<file path="config.mk">
export PLATFORM = sky130hd
export DESIGN_NAME = crc_sequencer
export DESIGN_NICKNAME = d
export VERILOG_FILES = /design/src/rtl/POLI_types_pkg.sv /design/src/rtl/crc_sequencer_sync_fifo.sv /design/src/rtl/crc_sequencer.sv
export SDC_FILE = /design/constraint.sdc
export NUM_CORES = 1
export LEC_CHECK = 0
export CAP_MARGIN = 20
export CELL_PAD_IN_SITES_DETAIL_PLACEMENT = 1
export CELL_PAD_IN_SITES_GLOBAL_PLACEMENT = 1
export CORE_UTILIZATION = 46
export CTS_CLUSTER_SIZE = 24
export DETAILED_ROUTE_END_ITERATION = 7
export PLACE_DENSITY = 0.79
export SLEW_MARGIN = 5
export SYNTH_ARGS = -nofsm -noshare
export SYNTH_HDL_FRONTEND = slang
export SYNTH_SLANG_ARGS = --single-unit
</file>
<file path="constraint.sdc">
create_clock -name CLK -period 6.4 [get_ports CLK]
set_input_delay 1.28 -clock CLK [delete_from_list [all_inputs] [get_ports CLK]]
set_output_delay 1.28 -clock CLK [all_outputs]
set_load 0.02 [all_outputs]
</file>
<file path="src/rtl/POLI_types_pkg.sv">
// Shared types and constants for the POLI CRC path.
// Holds the sequencer state encoding and the default FIFO/timeout sizing.
package POLI_types_pkg;

    localparam int WORD_SIZE      = 32;
    localparam int CRC_FIFO_DEPTH = 8;
    localparam int CRC_TIMEOUT    = 64;

    typedef enum logic [2:0] {
        IDLE,
        CLR,
        ISSUE,
        WAIT,
        DONE,
        ERR
    } crc_seq_state_t;

endpackage

</file>
<file path="src/rtl/crc_sequencer_sync_fifo.sv">
// Single-clock FIFO with synchronous flush; depth must be a power of two.
// Pointers wrap naturally; occupancy is tracked in a separate counter.
module sync_fifo #(
    parameter int WORD_SIZE = 32,
    parameter int DEPTH     = 8
) (
    input  logic                     clk,
    input  logic                     rst,
    input  logic                     push,
    input  logic [WORD_SIZE-1:0]     push_data,
    input  logic                     pop,
    input  logic                     flush,
    output logic [WORD_SIZE-1:0]     pop_data,
    output logic [$clog2(DEPTH):0]   count,
    output logic                     full,
    output logic                     empty
);

    localparam int AW = $clog2(DEPTH);
    localparam int CW = AW + 1;
    localparam logic [CW-1:0] FULL_COUNT = CW'(DEPTH);

    logic [WORD_SIZE-1:0] mem [DEPTH];
    logic [AW-1:0]        wr_ptr;
    logic [AW-1:0]        rd_ptr;
    logic                 push_ok;
    logic                 pop_ok;

    assign full     = (count == FULL_COUNT);
    assign empty    = (count == '0);
    assign push_ok  = push && !full;
    assign pop_ok   = pop && !empty;
    assign pop_data = mem[rd_ptr];

    always_ff @(posedge clk or posedge rst) begin
        if (rst) begin
            wr_ptr <= '0;
            rd_ptr <= '0;
            count  <= '0;
        end else if (flush) begin
            wr_ptr <= '0;
            rd_ptr <= '0;
            count  <= '0;
        end else begin
            if (push_ok) wr_ptr <= wr_ptr + AW'(1);
            if (pop_ok)  rd_ptr <= rd_ptr + AW'(1);
            count <= count + CW'(push_ok) - CW'(pop_ok);
        end
    end

    // Storage needs no reset: entries are only read once the count covers them.
    always_ff @(posedge clk) begin
        if (push_ok) mem[wr_ptr] <= push_data;
    end

endmodule

</file>
<file path="src/rtl/crc_sequencer.sv">
// Feeds buffered words to a CRC32 core one at a time via its reset/start/ready
// handshake, collecting the final CRC, a word count and a sticky timeout flag.
module crc_sequencer
    import POLI_types_pkg::*;
#(
    parameter int WORD_SIZE = POLI_types_pkg::WORD_SIZE,
    parameter int DEPTH     = POLI_types_pkg::CRC_FIFO_DEPTH,
    parameter int TIMEOUT   = POLI_types_pkg::CRC_TIMEOUT
) (
    input  logic                   CLK,
    input  logic                   RST,
    input  logic                   wr_valid,
    input  logic [WORD_SIZE-1:0]   wr_data,
    output logic                   wr_ready,
    input  logic                   cmd_clear,
    input  logic                   cmd_run,
    input  logic [WORD_SIZE-1:0]   orient_in,
    output logic [WORD_SIZE-1:0]   crc_data_in,
    output logic                   crc_reset,
    output logic                   crc_start,
    output logic [WORD_SIZE-1:0]   crc_orient,
    input  logic [WORD_SIZE-1:0]   crc_out,
    input  logic                   crc_ready,
    output logic [WORD_SIZE-1:0]   result,
    output logic                   result_valid,
    output logic                   busy,
    output logic [$clog2(DEPTH):0] fifo_count,
    output logic [15:0]            words_done,
    output logic                   timeout_err
);

    localparam int TW = $clog2(TIMEOUT + 1);
    localparam logic [TW-1:0] TO_LAST = TW'(TIMEOUT - 1);

    crc_seq_state_t       state;
    crc_seq_state_t       next_state;
    logic [WORD_SIZE-1:0] fifo_head;
    logic                 fifo_full;
    logic                 fifo_empty;
    logic                 fifo_pop;
    logic                 fifo_flush;
    logic [TW-1:0]        wait_cnt;

    assign fifo_pop   = (state == ISSUE);
    assign fifo_flush = (state == CLR) || (state == ERR);
    assign wr_ready   = !fifo_full;
    assign busy       = (state != IDLE);

    sync_fifo #(
        .WORD_SIZE (WORD_SIZE),
        .DEPTH     (DEPTH)
    ) u_fifo (
        .clk       (CLK),
        .rst       (RST),
        .push      (wr_valid),
        .push_data (wr_data),
        .pop       (fifo_pop),
        .flush     (fifo_flush),
        .pop_data  (fifo_head),
        .count     (fifo_count),
        .full      (fifo_full),
        .empty     (fifo_empty)
    );

    always_ff @(posedge CLK or posedge RST) begin
        if (RST) state <= IDLE;
        else     state <= next_state;
    end

    always_comb begin
        next_state = state;
        crc_start  = 1'b0;
        crc_reset  = 1'b0;
        case (state)
            IDLE: begin
                if (cmd_run) next_state = fifo_empty ? DONE : ISSUE;
            end
            CLR: begin
                crc_reset  = 1'b1;
                next_state = IDLE;
            end
            ISSUE: begin
                crc_start  = 1'b1;
                next_state = WAIT;
            end
            WAIT: begin
                if (crc_ready)               next_state = fifo_empty ? DONE : ISSUE;
                else if (wait_cnt == TO_LAST) next_state = ERR;
            end
            DONE:    next_state = IDLE;
            ERR: begin
                crc_reset  = 1'b1;
                next_state = IDLE;
            end
            default: next_state = IDLE;
        endcase
        // An abort wins over everything else, including a same-cycle crc_ready.
        if (cmd_clear) next_state = CLR;
    end

    always_ff @(posedge CLK or posedge RST) begin
        if (RST) begin
            crc_orient   <= '0;
            crc_data_in  <= '0;
            wait_cnt     <= '0;
            result       <= '0;
            result_valid <= 1'b0;
            words_done   <= '0;
            timeout_err  <= 1'b0;
        end else begin
            if (state == IDLE) crc_orient <= orient_in;
            // Load on entry to ISSUE so the word lines up with the start pulse.
            if (next_state == ISSUE) crc_data_in <= fifo_head;
            case (state)
                IDLE: begin
                    if (cmd_run && !cmd_clear) result_valid <= 1'b0;
                end
                CLR: begin
                    result       <= '0;
                    words_done   <= '0;
                    timeout_err  <= 1'b0;
                    result_valid <= 1'b0;
                end
                ISSUE: wait_cnt <= '0;
                WAIT: begin
                    if (crc_ready) begin
                        if (!cmd_clear) begin
                            result <= crc_out;
                            if (words_done != 16'hFFFF) words_done <= words_done + 16'd1;
                        end
                    end else begin
                        wait_cnt <= wait_cnt + TW'(1);
                    end
                end
                DONE:    result_valid <= 1'b1;
                ERR:     timeout_err  <= 1'b1;
                default: ;
            endcase
        end
    end

endmodule

</file>
# Word-level counts from Yosys, hierarchy flattened
# Memories as Yosys holds them, arrays and structs flattened. A register that Yosys moved wholly into a read port is not among the register bits.
# Index checks and enable logic that the tools add are counted.
# word_totals
elab_cells,79
ramBits,256
mem_count,1
register_bits,102
in_bits,102
output_inout_bits,122
# op_classes
n_reduce_logical,21
n_addsub,6
n_eq_ne,14
muxes,27
# memory_table
memory,depth,word_bits,read_ports,rd_ports_with_merged_regs,wr,line_no,rtl
u_fifo.mem,8,32,1,1,1,crc_sequencer_sync_fifo.sv:23,logic [WORD_SIZE-1:0] mem [DEPTH];
# ops
op,n
$mux W32,2
$pmux W32 S2,1
$mux W16,3
$pmux W16 S2,1
$mux W3,9
$add A16 B1 Y16 const B,1
$ne A16 B16 Y1 const B,1
$pmux W7 S2,1
$reduce_bool A2 Y1,5
$eq A3 B2 Y1 const B,3
$pmux W3 S3,1
$ne A2 B2 Y1 const B,4
$add A7 B1 Y7 const B,1
$eq A7 B6 Y1 const B,1
$mux W7,1
$add A3 B1 Y3 const B,2
$eq A3 B3 Y1 const B,2
$reduce_bool A3 Y1,2
$mux W1,5
$add A4 B1 Y4,1
$eq A4 B4 Y1 const B,1
$logic_not A4 Y1,1
$mux W4,1
$reduce_and A2 Y1,2
12 further kinds,16

# Longest topological paths before layout
# logic_depth
word_depth,6
ltp_mapped,10
depth_no_buf,10

# By module
# Synthesis repeated with hierarchy kept, for this count alone.
# hier_totals
cells_unflattened,899
area_unflattened_um2,15673.8
# by_module_without_submodules
mod,n_inst,cells_per_inst,seq_area_each_um2,area_per_inst_um2
sync_fifo,1,444,7937.6,10385.0
crc_sequencer,1,455,3103.0,5288.8

# Worst setup path after synthesis
# Ideal clock, no wire load.
# synth_timing
kind,input port to flip-flop
from,in wr_valid
to,mem u_fifo.mem[0][0] (enable)
n_path_buf,0
arrival_time_ps,3800
required_time_ps,5939
path_stages,4
slack_ps,2139
setup_time_ps,461
path_cell_list,nand2_1 > inv_1 > nand2b_1 > nor3_1
# synth_between
elab_chain_cells,3
# synth_lines
element,line_no,rtl
start: declaration,crc_sequencer.sv:12,"input logic wr_valid,"
$logic_and A1 B1 Y1,crc_sequencer_sync_fifo.sv:31,assign push_ok = push && !full;
$mux W1,crc_sequencer_sync_fifo.sv:53,if (push_ok) mem[wr_ptr] <= push_data;
$mux W1 (implied by the code),crc_sequencer_sync_fifo.sv:53,
end: declaration,crc_sequencer_sync_fifo.sv:23,
# No other way between the ends.

# Worst setup path after layout
# layout_timing
from,reg state[1]
to,out crc_reset
# layout_between
elab_chain_cells,3
elab_cells_between_ends,4
classes_between,2 x eq/ne; 1 x mux; 1 x reduce/logical
# layout_lines
element,line_no,rtl
start: declaration,crc_sequencer.sv:35,crc_seq_state_t state;
start signal: assignment,crc_sequencer.sv:67,else state <= next_state;
$eq A3 B1 Y1 or $eq A3 B3 Y1 (tied branches),crc_sequencer.sv:74,case (state)
$reduce_or A2 Y1 (no line) (*),n/a,
$mux W1 (*),crc_sequencer.sv:74,
end: declaration,crc_sequencer.sv:19,"output logic crc_reset,"
# Every way passes the cells marked *; elsewhere a longest branch is shown, timed or not.

==> out/metrics.cfg <==
[clocking]
postCtsSetupRepairBufs = 0
holdBufCountCts = 0
cts.root.buffer_cell = clkbuf_16
clock_latency_ps = 550
cts_made_buffers = 42
h-tree-depth = 2
cts_tree = done
cts_resized = 0
cts.sinks = 390
clk_path_buf_depth = 3
clk_pin_slew_ps = 60

[timing]
period_needed_ps = 4140
rsz0062_at_grt = false
timing.slew.headroom = 0.282
worstMarginPinSlew_ps = 1070
fmax_ghz = 0.241
skew_ps = 18.5
timing.final.crit_share = 0.647
finalHoldViolations = 0
drv_slew = 0
final-setup-viol-count = 0
tns_ps = 0

[worst_setup_path]
path_cells = nor2_1, clkdlybuf4s50_1
rr_worst_depth = 7
r2r_end = u_fifo.count[1]
cp.depth = 2
r2r_slack_ps = 3320
worstSetupPathType = flop to primary output
required_ps = 5120
critPathSlowestCell = nor2_1
crit_path_end_kind = primary output
rr_startpoint = state[1]
cp_max_fo = 20
critPathTopFamily = simple AND/OR/NAND/NOR gates
critical_path_buf_inv_count = 1
setup.worst_path.start_class = flop
critPathLaunch = state[1]
cpPeakStageDelay_ps = 930
critPathCapture = crc_reset
arrival_ps = 2860

[yosys]
synth_top_area_share = 0.495
synth_nets = 988
synth.distinct_cells = 53
synth_area_um2 = 15500
netlist_top_cells_area = edfxtp_1, dfrtp_1, mux4_2, mux2_2, mux2_4
synth-seq-cells = 390
syn_area_per_cell_um2 = 17.7
synth_top_area_cell = edfxtp_1
synth_edf_count = 256
async_flop_share = 0.344
synth-main-ff-cell = edfxtp_1
ys_warn_count = 0
ys_seq_area_frac = 0.712
syn_inst = 875

[detailed_routing]
drtPass1Iterations = 5
vias = 8557
wl_per_cell_um = 22.0
drt_iter0_drc = 479
drc_errors = 0
routed_wl_um = 35000
routed_via_density = 5.38
antenna_left = 0

[final_layout]
syn_to_final_growth_pct = 27.0
drive_gt1_frac = 0.230
final_cell_mix = edfxtp_1, clkdlybuf4s50_1, dfrtp_1
n_antenna_cell = 0
final_util = 0.600
final_common_cell = edfxtp_1
fin_nets = 1228
fill_cells = 2979

[global_route]
grt_antenna_before_repair = 0
gr-total-overflow = 0
grt_pass1_wl_um = 53400
grt_max_degree = 91
track_usage = 0.206
grt_pass1_vias = 9293

[place]
io_buffers = 223
globalplace.congestion = 0.769
dp_hpwl_um = 21100

[floorplanning]
pin_count = 224
die_area_um2 = 34500
initial_utilization = 0.472
fp.dieH_um = 186
row_count = 66
die_w_um = 186
coreArea_um2 = 32900

[power]
ir_worst_vdd_mv = 0.347
p_leak_uw = 0.00718
power_density_nw_per_um2 = 369

[hold_path]
hold_class = flop to flop
hp-start = result[0]

[outcome]
status = complete, no violations

[flow_run]
max_cap_viol_count = 0

==> worst min-delay path, cell delays in order (launching register included) <==
cell and delay, ps:
dfrtp_1 340, nand2_1 50, nand2_1 50
==> synth_stat cells, drive strengths merged, types with 2 or more instances <==
cell type and instances:
a21oi 9, ha 10, a211oi 2, and3 4, dfrtp 134, buf 18, clkbuf 24, o21ai 9
mux2i 3, nor3 6, nor4 2, and2 3, mux4 64, edfxtp 256, xnor2 5, nand2 89
nand2b 10, nor3b 2, nand4 6, nor2b 7, mux2 98, a21o 2, xor2 12, nand4b 2
inv 11, nand3 36, o211ai 3, nor2 30, or3 3
==> metrics by stage <==
stage | area, µm² | setup WS, ps | power [µW] | hold WS [ps] | cells
6_report | 19700 | 2260 | 7280 | 464 | 1590
5_1_grt | 19700 | 2130 | 7580 | 484 | 1590
4_1_cts | 19600 | 2270 | 7370 | 469 | 1586
3_5_place_dp | 18300 | 2650 | 4980 | 457 | 1509
3_3_place_gp | 18200 | 2720 | 4930 | 450 | 1507
2_1_floorplan | 15500 | 1540 | 4220 | 460 | 875
==> worst min path at each step <==
stage	endpoint	slack [ps]	depth (start not counted)
after detailed placement	result[0]	460	2
final	result[0]	460	2
after floorplan	wait_cnt[2]	460	1
after CTS	result[0]	470	2
after global placement	result[11]	450	2
after global routing	result[17]	480	2
==> logic make-up (layout without fill, tap and decap cells) <==
family,count (synthesis),in the layout,synth area share
flops,390,390,0.712
simple gates,205,205,0.0632
mux,165,165,0.173
buf+inv,53,326,0.0169
compound gates,34,34,0.0160
xor+xnor,17,17,0.00960
fa+ha+maj,11,11,0.00935
==> area by class of cell <==
cell class              instances  area, µm²  share of cell area
flip-flops and latches        390      11000               0.560
well taps                     442        553              0.0281
inverters                      11       46.3             0.00235
multi-input cells             432       4280               0.217
clock buffers                  61       1230              0.0626
repair buffers                238       2420               0.123
clock inverters                16        128             0.00647
==> routing by layer <==
layer | GRT usage | wire (µm)
met5 | 0 | 0
met4 | 0.0511 | 575
met2 | 0.358 | 17500
met3 | 0.0401 | 2410
met1 | 0.267 | 14500
==> power breakdown <==
group | internal (µW) | switching, µW | leakage (µW) | total, µW
registers | 3040 | 199 | 0.00404 | 3240
logic | 865 | 823 | 0.00246 | 1690
clock network | 1380 | 966 | 0.000676 | 2350
==> state kept, by name, summed over array words and instances, names as in the netlist <==
name / count
wait_cnt: 7
state: 3
crc_data_in: 32
u_fifo.mem: 256
result: 32
u_fifo.rd_ptr: 3
u_fifo.count: 4
timeout_err: 1
crc_orient: 32
result_valid: 1
u_fifo.wr_ptr: 3
words_done: 16
Power figures use the tool's default switching activity.
